## config.mk

```make
export PLATFORM = sky130hd
export DESIGN_NAME = seg_scan_capture
export DESIGN_NICKNAME = d
export VERILOG_FILES = /design/src/rtl/seg_pkg.sv /design/src/rtl/seg7_to_bcd.sv /design/src/rtl/seg_scan_capture.sv
export SDC_FILE = /design/constraint.sdc
export NUM_CORES = 1
export LEC_CHECK = 0
export CAP_MARGIN = 20
export CORE_AREA = 2 2 125 78
export CTS_BUF_LIST = sky130_fd_sc_hd__clkbuf_4 sky130_fd_sc_hd__clkbuf_8 sky130_fd_sc_hd__clkbuf_16
export CTS_CLUSTER_SIZE = 40
export DETAILED_ROUTE_END_ITERATION = 10
export DIE_AREA = 0 0 127 80
export PLACE_DENSITY = 0.79
export SKIP_LAST_GASP = 1
export SYNTH_ARGS = -nofsm -noshare
export SYNTH_HDL_FRONTEND = slang
export SYNTH_SLANG_ARGS = --single-unit
```

## constraint.sdc

```tcl
create_clock -name clk -period 7.4 [get_ports clk]
set_clock_uncertainty 0.15 [all_clocks]
set_input_delay 1.48 -clock clk [delete_from_list [all_inputs] [get_ports clk]]
set_output_delay 1.48 -clock clk [all_outputs]
set_load 0.1 [all_outputs]
```

## src/rtl/seg_pkg.sv

```systemverilog
// seg_pkg
//   Shared constants for the 4-digit multiplexed 7-segment display path.
//   The display-side encoder drives these same codes, so the capture side
//   decodes exactly what the driver emits.
//   - SEG_0..SEG_F : active-low segment patterns, bit order {g,f,e,d,c,b,a}
//   - ANODE_D0..D3 : active-low one-hot anode selects
//   - state_t      : capture FSM state encoding
//   - anode_of()   : digit index -> anode select code
package seg_pkg;

    localparam logic [6:0] SEG_0 = 7'h40;
    localparam logic [6:0] SEG_1 = 7'h79;
    localparam logic [6:0] SEG_2 = 7'h24;
    localparam logic [6:0] SEG_3 = 7'h30;
    localparam logic [6:0] SEG_4 = 7'h19;
    localparam logic [6:0] SEG_5 = 7'h12;
    localparam logic [6:0] SEG_6 = 7'h02;
    localparam logic [6:0] SEG_7 = 7'h78;
    localparam logic [6:0] SEG_8 = 7'h00;
    localparam logic [6:0] SEG_9 = 7'h10;
    localparam logic [6:0] SEG_A = 7'h08;
    localparam logic [6:0] SEG_B = 7'h03;
    localparam logic [6:0] SEG_C = 7'h46;
    localparam logic [6:0] SEG_D = 7'h21;
    localparam logic [6:0] SEG_E = 7'h06;
    localparam logic [6:0] SEG_F = 7'h0E;
    localparam logic [6:0] SEG_OFF = 7'h7F;

    localparam logic [3:0] ANODE_D0 = 4'b1110;
    localparam logic [3:0] ANODE_D1 = 4'b1101;
    localparam logic [3:0] ANODE_D2 = 4'b1011;
    localparam logic [3:0] ANODE_D3 = 4'b0111;

    typedef enum logic [1:0] {
        SYNC   = 2'd0,
        SETTLE = 2'd1,
        HOLD   = 2'd2
    } state_t;

    function automatic logic [3:0] anode_of(input logic [1:0] idx);
        logic [3:0] code;
        case (idx)
            2'd0:    code = ANODE_D0;
            2'd1:    code = ANODE_D1;
            2'd2:    code = ANODE_D2;
            default: code = ANODE_D3;
        endcase
        return code;
    endfunction

endpackage

```

## src/rtl/seg7_to_bcd.sv

```systemverilog
// seg7_to_bcd
//   Combinational lookup of an active-low 7-segment pattern to its digit value.
//   Build option SEG_HEX_DECODE_EN: when defined, the A..F glyphs decode to
//   10..15; when undefined they are reported invalid like any other pattern.
//   Ports:
//     pat   in  7  segment pattern {g,f,e,d,c,b,a}, active-low
//     valid out 1  pattern is a recognised glyph
//     value out 4  decoded value (only meaningful when valid=1)
module seg7_to_bcd
    import seg_pkg::*;
(
    input  logic [6:0] pat,
    output logic       valid,
    output logic [3:0] value
);

`ifdef SEG_HEX_DECODE_EN
    localparam bit HEX_EN = 1'b1;
`else
    localparam bit HEX_EN = 1'b0;
`endif

    always_comb begin
        valid = 1'b1;
        value = 4'h0;
        case (pat)
            SEG_0: value = 4'h0;
            SEG_1: value = 4'h1;
            SEG_2: value = 4'h2;
            SEG_3: value = 4'h3;
            SEG_4: value = 4'h4;
            SEG_5: value = 4'h5;
            SEG_6: value = 4'h6;
            SEG_7: value = 4'h7;
            SEG_8: value = 4'h8;
            SEG_9: value = 4'h9;
            SEG_A: begin valid = HEX_EN; value = 4'hA; end
            SEG_B: begin valid = HEX_EN; value = 4'hB; end
            SEG_C: begin valid = HEX_EN; value = 4'hC; end
            SEG_D: begin valid = HEX_EN; value = 4'hD; end
            SEG_E: begin valid = HEX_EN; value = 4'hE; end
            SEG_F: begin valid = HEX_EN; value = 4'hF; end
            default: valid = 1'b0;
        endcase
    end

endmodule

```

## src/rtl/seg_scan_capture.sv

```systemverilog
// seg_scan_capture
//   Watches the multiplexed anode/segment buses of the 4-digit display,
//   decodes each digit once it has been stable long enough and publishes a
//   4-digit frame only after a clean in-order sweep 0,1,2,3.
//   Build option SEG_HEX_DECODE_EN (see seg7_to_bcd) widens the glyph set.
//   Ports:
//     clk         in   system clock
//     rst_n       in   asynchronous active-low reset
//     seg         in   anode select, active-low one-hot
//     vis         in   segments, active-low {g,f,e,d,c,b,a}
//     dig0..dig3  out  digits of the last good frame (min units .. hour tens)
//     frame_valid out  one-cycle pulse when dig0..dig3 update
//     decode_err  out  sticky sweep error, cleared by the next good frame
//     stale       out  anode select has not changed for TIMEOUT_CYC cycles
//
//   state  | meaning
//   SYNC   | waiting for digit 0 anode to start a sweep
//   SETTLE | waiting for (seg,vis) to hold still, then decoding digit idx
//   HOLD   | digit idx captured, waiting for the anode to move on
module seg_scan_capture
    import seg_pkg::*;
#(
    parameter int SETTLE_CYC  = 4,
    parameter int TIMEOUT_CYC = 1000000,
    parameter int CNT_W       = 20
) (
    input  logic       clk,
    input  logic       rst_n,
    input  logic [3:0] seg,
    input  logic [6:0] vis,
    output logic [3:0] dig0,
    output logic [3:0] dig1,
    output logic [3:0] dig2,
    output logic [3:0] dig3,
    output logic       frame_valid,
    output logic       decode_err,
    output logic       stale
);

    localparam logic [CNT_W-1:0] SETTLE_LAST = CNT_W'(SETTLE_CYC - 1);
    localparam logic [CNT_W-1:0] TO_MAX      = CNT_W'(TIMEOUT_CYC);

    logic [3:0]       seg_m, seg_s, seg_p;
    logic [6:0]       vis_m, vis_s, vis_p;
    state_t           state, state_nx;
    logic [1:0]       idx, idx_nx, idx_inc;
    logic [3:0]       mask, mask_nx;
    logic [3:0][3:0]  shadow;
    logic [CNT_W-1:0] settle_cnt, settle_nx, to_cnt;
    logic             seg_chg, in_same;
    logic             shadow_we, err_set, commit;
    logic             dec_valid;
    logic [3:0]       dec_value;

    // Idle value (all off) keeps the first real anode edge visible as a change.
    always_ff @(posedge clk or negedge rst_n) begin
        if (!rst_n) begin
            seg_m <= 4'hF;
            seg_s <= 4'hF;
            seg_p <= 4'hF;
            vis_m <= SEG_OFF;
            vis_s <= SEG_OFF;
            vis_p <= SEG_OFF;
        end else begin
            seg_m <= seg;
            seg_s <= seg_m;
            seg_p <= seg_s;
            vis_m <= vis;
            vis_s <= vis_m;
            vis_p <= vis_s;
        end
    end

    assign seg_chg = (seg_s != seg_p);
    assign in_same = !seg_chg && (vis_s == vis_p);
    assign idx_inc = idx + 2'd1;

    seg7_to_bcd u_dec (
        .pat   (vis_s),
        .valid (dec_valid),
        .value (dec_value)
    );

    always_comb begin
        state_nx  = state;
        idx_nx    = idx;
        mask_nx   = mask;
        settle_nx = settle_cnt;
        shadow_we = 1'b0;
        err_set   = 1'b0;
        commit    = 1'b0;
        case (state)
            SYNC: begin
                if (seg_s == ANODE_D0) begin
                    state_nx  = SETTLE;
                    idx_nx    = 2'd0;
                    mask_nx   = 4'b0000;
                    settle_nx = '0;
                end
            end
            SETTLE: begin
                // The anode moving mid-settle would file the pattern under
                // the wrong digit, so treat it as a broken sweep.
                if (seg_s != anode_of(idx)) begin
                    err_set  = 1'b1;
                    state_nx = SYNC;
                end else if (settle_cnt == SETTLE_LAST) begin
                    settle_nx = '0;
                    if (dec_valid) begin
                        shadow_we     = 1'b1;
                        mask_nx[idx]  = 1'b1;
                        state_nx      = HOLD;
                        commit        = (idx == 2'd3) && (mask[2:0] == 3'b111);
                    end else begin
                        err_set  = 1'b1;
                        state_nx = SYNC;
                    end
                end else if (in_same) begin
                    settle_nx = settle_cnt + 1'b1;
                end else begin
                    settle_nx = '0;
                end
            end
            HOLD: begin
                if (seg_chg) begin
                    if (seg_s == anode_of(idx_inc)) begin
                        state_nx  = SETTLE;
                        idx_nx    = idx_inc;
                        settle_nx = '0;
                        if (idx_inc == 2'd0) begin
                            mask_nx = 4'b0000;
                        end
                    end else begin
                        err_set  = 1'b1;
                        state_nx = SYNC;
                    end
                end
            end
            default: state_nx = SYNC;
        endcase
    end

    always_ff @(posedge clk or negedge rst_n) begin
        if (!rst_n) begin
            state      <= SYNC;
            idx        <= 2'd0;
            mask       <= 4'b0000;
            settle_cnt <= '0;
            shadow     <= '0;
        end else begin
            state      <= state_nx;
            idx        <= idx_nx;
            mask       <= mask_nx;
            settle_cnt <= settle_nx;
            if (shadow_we) begin
                shadow[idx] <= dec_value;
            end
        end
    end

    // Digit 3 is still in flight on the commit edge, so it comes from the decoder.
    always_ff @(posedge clk or negedge rst_n) begin
        if (!rst_n) begin
            dig0        <= 4'h0;
            dig1        <= 4'h0;
            dig2        <= 4'h0;
            dig3        <= 4'h0;
            frame_valid <= 1'b0;
            decode_err  <= 1'b0;
        end else begin
            frame_valid <= commit;
            if (commit) begin
                dig0       <= shadow[0];
                dig1       <= shadow[1];
                dig2       <= shadow[2];
                dig3       <= dec_value;
                decode_err <= 1'b0;
            end else if (err_set) begin
                decode_err <= 1'b1;
            end
        end
    end

    always_ff @(posedge clk or negedge rst_n) begin
        if (!rst_n) begin
            to_cnt <= '0;
        end else if (seg_chg) begin
            to_cnt <= '0;
        end else if (to_cnt != TO_MAX) begin
            to_cnt <= to_cnt + 1'b1;
        end
    end

    assign stale = (to_cnt == TO_MAX);

endmodule

```

==> results of run 1 <==
-- worst max-delay path: cells and delay by family, from the launching register on --
| kind | cells | cell delay, ps |
|---|---|---|
| DFF | 1 | 440 |
| and+or+nand+nor | 2 | 990 |
| buffers and inverters | 1 | 1180 |
-- sequential cells by signal, summed over array words and instances (netlist names), 7 cells and up --
register	count
vis_m	7
shadow	12
vis_p	7
vis_s	7
settle_cnt	20
to_cnt	20
-- worst paths after layout --
| kind | slack (ps) | to | startpoint | cells past startpoint |
|---|---|---|---|---|
| hold / removal | 210 | seg_s[0] | seg_m[0] | 0 |
| setup / recovery | 2820 | stale | to_cnt[7] | 3 |
| setup reg to reg | 3760 | dig1[0] | idx[1] | 8 |
| max in group asynchronous | 5270 | vis_s[0] | rst_n | 3 |
| min in group asynchronous | 890 | settle_cnt[9] | rst_n | 1 |
| hold reg to reg | 210 | seg_s[0] | seg_m[0] | 0 |
-- placed cells by master, fill, tap and decap left out, drive strengths merged, types with 13 or more instances in the layout --
master | netlist | layout
clkdlybuf4s50 | 0 | 30
dfrtp | 77 | 77
dfstp | 33 | 33
ha | 13 | 13
mux2 | 28 | 28
nand2 | 28 | 28
nand3 | 30 | 30
nor2 | 38 | 38
o21ai | 30 | 30
o31ai | 13 | 13
xnor2 | 29 | 29
-- through the flow --
step	hold WS (ps)	total power, mW	utilization [%]	area, um^2	std cells
6_report	206	1.31	66.7	5990	617
5_1_grt	212	1.36	66.7	5990	617
4_1_cts	206	1.32	66.4	5970	616
3_5_place_dp	197	0.798	62.8	5640	601
3_3_place_gp	196	0.793	62.8	5640	601
2_1_floorplan	195	0.750	-	5290	472
-- cells by family after synthesis --
logic type	after synthesis	share of synthesized area [%]
adder cells (fa/ha/maj)	13	3.08
multiplexers	30	6.98
AO/OA/AOI/OAI	80	10.1
flip-flops	110	52.9
XOR/XNOR	40	6.63
buffers and inverters	31	2.89
AND/OR/NAND/NOR	168	17.4
-- report_power, final --
part / internal [mW] / leakage [nW] / total, mW / switching, mW
combinational: 0.0471 / 0.920 / 0.149 / 0.102
sequential: 0.624 / 1.42 / 0.643 / 0.0183
clock: 0.312 / 0.160 / 0.517 / 0.205
-- cell type report --
| type | instances | area [um^2] |
|---|---|---|
| Timing Repair Buffer | 34 | 350 |
| Clock buffer | 12 | 254 |
| Clock inverter | 3 | 68.8 |
| Multi-Input combinational cell | 331 | 2340 |
| Fill cell | 671 | 2990 |
| Inverter | 11 | 41.3 |
| Sequential cell | 110 | 2790 |
| Tap cell | 116 | 145 |
-- per-layer routing --
metal  wire length (um)  track usage, %
met5                  0               0
met4                151            6.48
met3                710            5.76
met2               4480            31.6
met1               5210            33.5
-- cells in the mapped netlist, types with 3 or more instances --
cell type	n
sky130_fd_sc_hd__a21oi_1	9
sky130_fd_sc_hd__a22o_1	5
sky130_fd_sc_hd__a31oi_1	7
sky130_fd_sc_hd__a32oi_1	3
sky130_fd_sc_hd__and2_1	6
sky130_fd_sc_hd__and3_1	12
sky130_fd_sc_hd__and4_1	8
sky130_fd_sc_hd__clkbuf_1	14
sky130_fd_sc_hd__dfrtp_1	77
sky130_fd_sc_hd__dfstp_2	33
sky130_fd_sc_hd__ha_1	13
sky130_fd_sc_hd__inv_1	11
sky130_fd_sc_hd__mux2_2	19
sky130_fd_sc_hd__mux2_4	9
sky130_fd_sc_hd__nand2_1	27
sky130_fd_sc_hd__nand2b_1	4
sky130_fd_sc_hd__nand3_1	30
sky130_fd_sc_hd__nand4_1	9
sky130_fd_sc_hd__nor2_1	37
sky130_fd_sc_hd__nor2b_1	5
sky130_fd_sc_hd__nor3_1	4
sky130_fd_sc_hd__nor4_1	9
sky130_fd_sc_hd__nor4b_1	3
sky130_fd_sc_hd__o21ai_0	29
sky130_fd_sc_hd__o31ai_1	13
sky130_fd_sc_hd__xnor2_1	29
sky130_fd_sc_hd__xor2_1	11
==> results.txt, run 1 <==
----------------------------------------------------
[Clock tree]
  Buffer count from post-CTS setup fixing ... 0
  Post-cts hold buffer count ... 0
  Inserted Clock Buffers ... 9
  Maximum buffer depth of the clock tree ... 2
  Post-cts gate resize count ... 0
  Clock-pin transition on the worst setup and hold timing paths ... approximately 70 ps
  CTS Root Buffer Type ... sky130_fd_sc_hd__clkbuf_16
  TritonCTS clock tree ... done
  CTS Sinks ... between 100 and 150
  Source-to-sink clock delay at the later pin of the worst-skew pair ... about 350 ps
  Htree depth ... 3

[Final layout]
  Fraction of final layout cells sized beyond drive strength 1 ... between 10% and 20%
  Area overhead of the layout relative to synthesis ... 13.4%
  Number of nets at the end of the flow ... around 520
  Ant diodes ... 0

[Die]
  Number of top-level pins ... 32
  Number of rows in the core area ... 27
  Horizontal die dimension ... 127 um
  Die outline area ... 0.0102 mm^2
  Vertical extent of the die ... ~80 um
  Core footprint ... 0.00899 mm^2
  Initial cell density of the core ... between 50% and 60%

[Setup path]
  Start-to-end type of the worst setup path ... register to output port
  Critical-path maximum fanout ... 5
  Kind of capture point of the worst setup path ... output port
  Highest-delay cell along the critical path ... sky130_fd_sc_hd__clkdlybuf4s50_1
  Chain of cells forming the critical path ... or4b_2 > nor4_1 > clkdlybuf4s50_1
  Data arrival time of the critical path ... 2950 ps
  Critical path data required time ... about 5800 ps
  Category of the worst setup path launch point ... register
  Delay of the slowest cell on the worst path ... 1180 ps

[STA]
  Final hold violation count ... 0
  Minimum period implied by the final worst setup slack ... between 4000 and 5000 ps
  Final Max Slew Viols ... 0
  Portion of the clock cycle consumed by the worst path in the final layout ... a little over 60%
  Remaining max-slew budget at the tightest pin ... 33.2%
  Setup-violating endpoint count in the final report ... 0
  Minimum setup slack in the final design ... about 2800 ps
  Maximum clock frequency ... about 220 MHz
  Worst Max-Slew Pin Slew ... between 900 and 1000 ps
  Setup Total Neg Slack ... 0 ps
  Unrepaired setup endpoints after global routing ... false

[Place]
  Worst setup slack after placement ... ~3200 ps
  Quantity of I/O buffers inserted on ports ... 31
  Post-detail-place hpwl ... about 7100 um
  Final Wtd Congestion ... between 0.8 and 0.9

[Detailed routing]
  First-pass iteration count of the detailed router ... 5
  Detailed router's first-iteration violation count ... around 400
  Residual DRC ... 0
  Number of vias after detailed routing ... 3720
  Number of vias per cell ... between 6 and 7
  DRT Wirelength ... 10500 um
  Number of routed nets with antenna violations ... 0
  Routed wirelength normalized by instance count ... 17.1 um

[Status]
  Run status ... complete, no violations

[Logic synthesis]
  Share of the synthesized area in the top cell type ... ~36%
  Area of the mapped netlist ... about 0.0053 mm^2
  Syn avg cell area ... between 10 and 15 um^2
  Total nets after synthesis ... 498
  Netlist cell types ... 57
  Primary flip-flop cell chosen by synthesis mapping ... sky130_fd_sc_hd__dfrtp_1
  Top area cells in the synthesized netlist ... sky130_fd_sc_hd__dfrtp_1 36%, sky130_fd_sc_hd__dfstp_2 16%, sky130_fd_sc_hd__xnor2_1 4.8%, sky130_fd_sc_hd__mux2_2 4.0%, sky130_fd_sc_hd__ha_1 3.1%
  Flip-flop and latch count after synthesis ... between 100 and 150
  Cell type with the largest total area after synthesis ... sky130_fd_sc_hd__dfrtp_1
  Register area share after synthesis ... between 50% and 60%
  Async set or reset register ratio after synthesis ... 100%
  Synth Warn # ... 0
  Number of enable flip-flop cells after synthesis ... 0
  Post-synthesis instance total ... approximately 470

[Global route]
  Total congestion overflow after global routing ... 0
  Pin count of the biggest net entering global routing ... 85
  Vias in the first global route ... ~3500
  Antenna violations before repair ... 0
  GRT Overall Usage ... between 20% and 30%
  Global-route wire length before repair ... between 15000 and 20000 um

[Power and ir drop]
  Worst vdd ir ... 0.186 mV
  Cell leakage power ... approximately 2.5 nW
  Ratio of total power to cell area ... ~220 mW/mm^2

[Hold path]
  Worst hold path class ... register to register

[Flow run]
  Max-capacitance violation count ... 0

----------------------------------------------------
Note: power is estimated with default switching activity, not from simulation.
==> run 2, diff against run 1 <==
--- a/config.mk
+++ b/config.mk
@@ -6,12 +6,12 @@
 export NUM_CORES = 1
 export LEC_CHECK = 0
 export CAP_MARGIN = 20
-export CORE_AREA = 2 2 125 78
+export CORE_AREA = 2 2 131 82
 export CTS_BUF_LIST = sky130_fd_sc_hd__clkbuf_4 sky130_fd_sc_hd__clkbuf_8 sky130_fd_sc_hd__clkbuf_16
 export CTS_CLUSTER_SIZE = 40
 export DETAILED_ROUTE_END_ITERATION = 10
-export DIE_AREA = 0 0 127 80
-export PLACE_DENSITY = 0.79
+export DIE_AREA = 0 0 133 84
+export PLACE_DENSITY = 0.75
 export SKIP_LAST_GASP = 1
 export SYNTH_ARGS = -nofsm -noshare
 export SYNTH_HDL_FRONTEND = slang
==> constraint.sdc (replaced) <==
create_clock -name clk -period 4.1 [get_ports clk]
set_clock_uncertainty 0.15 [all_clocks]
set_input_delay 0.82 -clock clk [delete_from_list [all_inputs] [get_ports clk]]
set_output_delay 0.82 -clock clk [all_outputs]
set_load 0.1 [all_outputs]
==> run 2 against run 1 <==
Effect of this change:
- wire length hardly changed
- worst hold slack hardly changed
- critical path type unchanged
- clock power increased by 79%
- critical endpoint unchanged
- combinational power grew 79%
- critical path depth stayed put
- global-route usage is 2.0 points lower
- sequential share of layout area shrank 0.21 points
- non-clock buffer count rose by 2
- power is 80% higher
- final area increased by 0.46%
- highest routed layer unchanged
==> results.txt, run 2 (synthesized netlist as in run 1, its figures left out) <==
----------------------------------------------------
[Setup path]
  Delay of the slowest cell on the worst path ... 720 ps (-460 ps)
  Terminus of the critical flop-to-flop path ... dig2[0]
  Critical path data required time ... 3130 ps (-2640 ps)
  Number of cells on the worst reg-to-reg path ... 9 (+1)
  Crit Reg-Reg Startpoint ... idx[1]
  Reg-to-reg slack, setup ... 1070 ps (-2690 ps)
  Critical-path maximum fanout ... 5 (unchanged)
  Chain of cells forming the critical path ... or4b_2 > nor4_2 > buf_4
  Category of the worst setup path launch point ... register
  Kind of capture point of the worst setup path ... output port
  Combined buffer and inverter count along the critical path ... 1 (unchanged)
  Top delay family on crit path ... simple AND/OR/NAND/NOR gates
  Data arrival time of the critical path ... 2150 ps (-800 ps)
  Highest-delay cell along the critical path ... sky130_fd_sc_hd__or4b_2
  Start-to-end type of the worst setup path ... register to output port

[Final layout]
  Ant diodes ... 0 (unchanged)
  Fraction of final layout cells sized beyond drive strength 1 ... 18.3% (+0.69 points)
  Number of nets at the end of the flow ... 525 (+0.38%)
  Layout Cell Area excl Fill ... 0.00602 mm^2 (+0.46%)
  Most frequent cells in the layout ... 77 x sky130_fd_sc_hd__dfrtp_1, 37 x sky130_fd_sc_hd__nor2_1, 33 x sky130_fd_sc_hd__dfstp_2
  Cell Count, Final, Fillers Out ... 643 (+4.2%)
  Area overhead of the layout relative to synthesis ... 13.9%
  Registers with the highest flip-flop counts ... settle_cnt (20), to_cnt (20), shadow (12)
  Leading cell type in the layout, fill and taps excluded ... sky130_fd_sc_hd__dfrtp_1

[Detailed routing]
  Number of vias per cell ... 5.84 (-3.2%)
  DRT Wirelength ... 10600 um (about the same)
  Detailed router's first-iteration violation count ... 281 (-28%)
  First-pass iteration count of the detailed router ... 7 (+2)
  Routed wirelength normalized by instance count ... 16.4 um (-4.0%)
  Number of routed nets with antenna violations ... 0 (unchanged)
  Number of vias after detailed routing ... 3752 (+0.86%)
  Residual DRC ... 0 (unchanged)

[Clock tree]
  Source-to-sink clock delay at the later pin of the worst-skew pair ... 350 ps (about the same)
  Htree depth ... 3 (unchanged)
  Buffer count from post-CTS setup fixing ... 0 (unchanged)
  Inserted Clock Buffers ... 9 (unchanged)
  Maximum buffer depth of the clock tree ... 2 (unchanged)
  CTS Root Buffer Type ... sky130_fd_sc_hd__clkbuf_16
  Clock-pin transition on the worst setup and hold timing paths ... 70 ps (about the same)
  CTS Sinks ... 110 (unchanged)
  Post-cts gate resize count ... 0 (unchanged)
  Post-cts hold buffer count ... 0 (unchanged)
  TritonCTS clock tree ... done

[Global route]
  GRT Overall Usage ... 20.2% (-2.0 points)
  Antenna violations before repair ... 0 (unchanged)
  Pin count of the biggest net entering global routing ... 71 (-16%)
  Total congestion overflow after global routing ... 0 (unchanged)
  Vias in the first global route ... 3540 (+1.8%)
  Global-route wire length before repair ... 17800 um (+1.2%)

[Die]
  Horizontal die dimension ... 133 um (+4.7%)
  Number of top-level pins ... 32 (unchanged)
  Die outline area ... 0.0112 mm^2 (+10%)
  Initial cell density of the core ... 52.2% (-6.6 points)
  Number of rows in the core area ... 29 (+7.4%)
  Vertical extent of the die ... 84 um (+5.0%)
  Core footprint ... 0.0101 mm^2 (+13%)

[Place]
  Final Wtd Congestion ... 0.931 (+10%)
  Placed Cells ... 627 (+4.3%)
  Post-detail-place hpwl ... 7440 um (+4.8%)
  Post-Place Cell Area ... 0.00570 mm^2 (+0.98%)
  Quantity of I/O buffers inserted on ports ... 31 (unchanged)
  Worst setup slack after placement ... 1120 ps (-2090 ps)

[Flow run]
  Max-capacitance violation count ... 0 (unchanged)

[Status]
  Run status ... complete, no violations

[STA]
  Final Max Slew Viols ... 0 (unchanged)
  Remaining max-slew budget at the tightest pin ... 33.9% (+0.70 points)
  Worst Max-Slew Pin Slew ... 988 ps (-10.5 ps)
  Setup-violating endpoint count in the final report ... 0 (unchanged)
  Minimum setup slack in the final design ... 977 ps (-1850 ps)
  Setup Total Neg Slack ... 0 ps (unchanged)
  Final hold violation count ... 0 (unchanged)
  Portion of the clock cycle consumed by the worst path in the final layout ... roughly three quarters
  Maximum clock frequency ... 320 MHz
  Unrepaired setup endpoints after global routing ... false
  Minimum period implied by the final worst setup slack ... ~3100 ps

[Power and ir drop]
  Worst vdd ir ... 0.221 mV (+19%)
  Cell leakage power ... 2.50 nW (about the same)
  Ratio of total power to cell area ... 391 mW/mm^2 (+79%)

[Hold path]
  Critical hold path startpoint ... seg_m[0]
  End point of the worst hold path ... seg_s[0]
  Hold Path Depth ... 0 (unchanged)
  Worst hold path class ... register to register

----------------------------------------------------
## run 2: how the worst max path moves through the flow
stage / from / to / slack (ps) / depth (start not counted)
3_3_place_gp: idx[1] / dig3[0] / 1270 / 9
2_1_floorplan: to_cnt[7] / stale / 290 / 2
4_1_cts: to_cnt[7] / stale / 990 / 3
6_report: to_cnt[7] / stale / 980 / 3
5_1_grt: idx[0] / mask[2] / 850 / 8
3_5_place_dp: idx[1] / dig2[0] / 1120 / 9
## run 2: final cells by class
class                   instances  area (um^2)
clock inverters                 7         97.6
clock buffers                   9          225
multi-input cells             331         2350
well taps                     139          174
flip-flops and latches        110         2790
fillers                       776         4100
inverters                      11         41.3
repair buffers                 36          343
## run 2: through the flow
step | util (%) | total power, mW | hold slack [ps]
floorplan | - | 1.35 | 195
global placement | 56.3 | 1.44 | 196
detailed placement | 56.3 | 1.44 | 197
CTS | 59.5 | 2.37 | 204
global route | 59.5 | 2.45 | 204
finish | 59.5 | 2.35 | 206
## run 2: per-layer routing
metal	part of all wire (%)	GRT usage, %
met3	6.2	5.83
met1	50	30.5
met2	43	28.2
met5	0	0
met4	1.1	5.87
## run 2: where the power goes
group	internal [mW]	total (mW)	leakage, nW	switching [mW]
clock	0.537	0.923	0.154	0.386
combinational	0.0828	0.267	0.925	0.184
sequential	1.13	1.16	1.42	0.0351
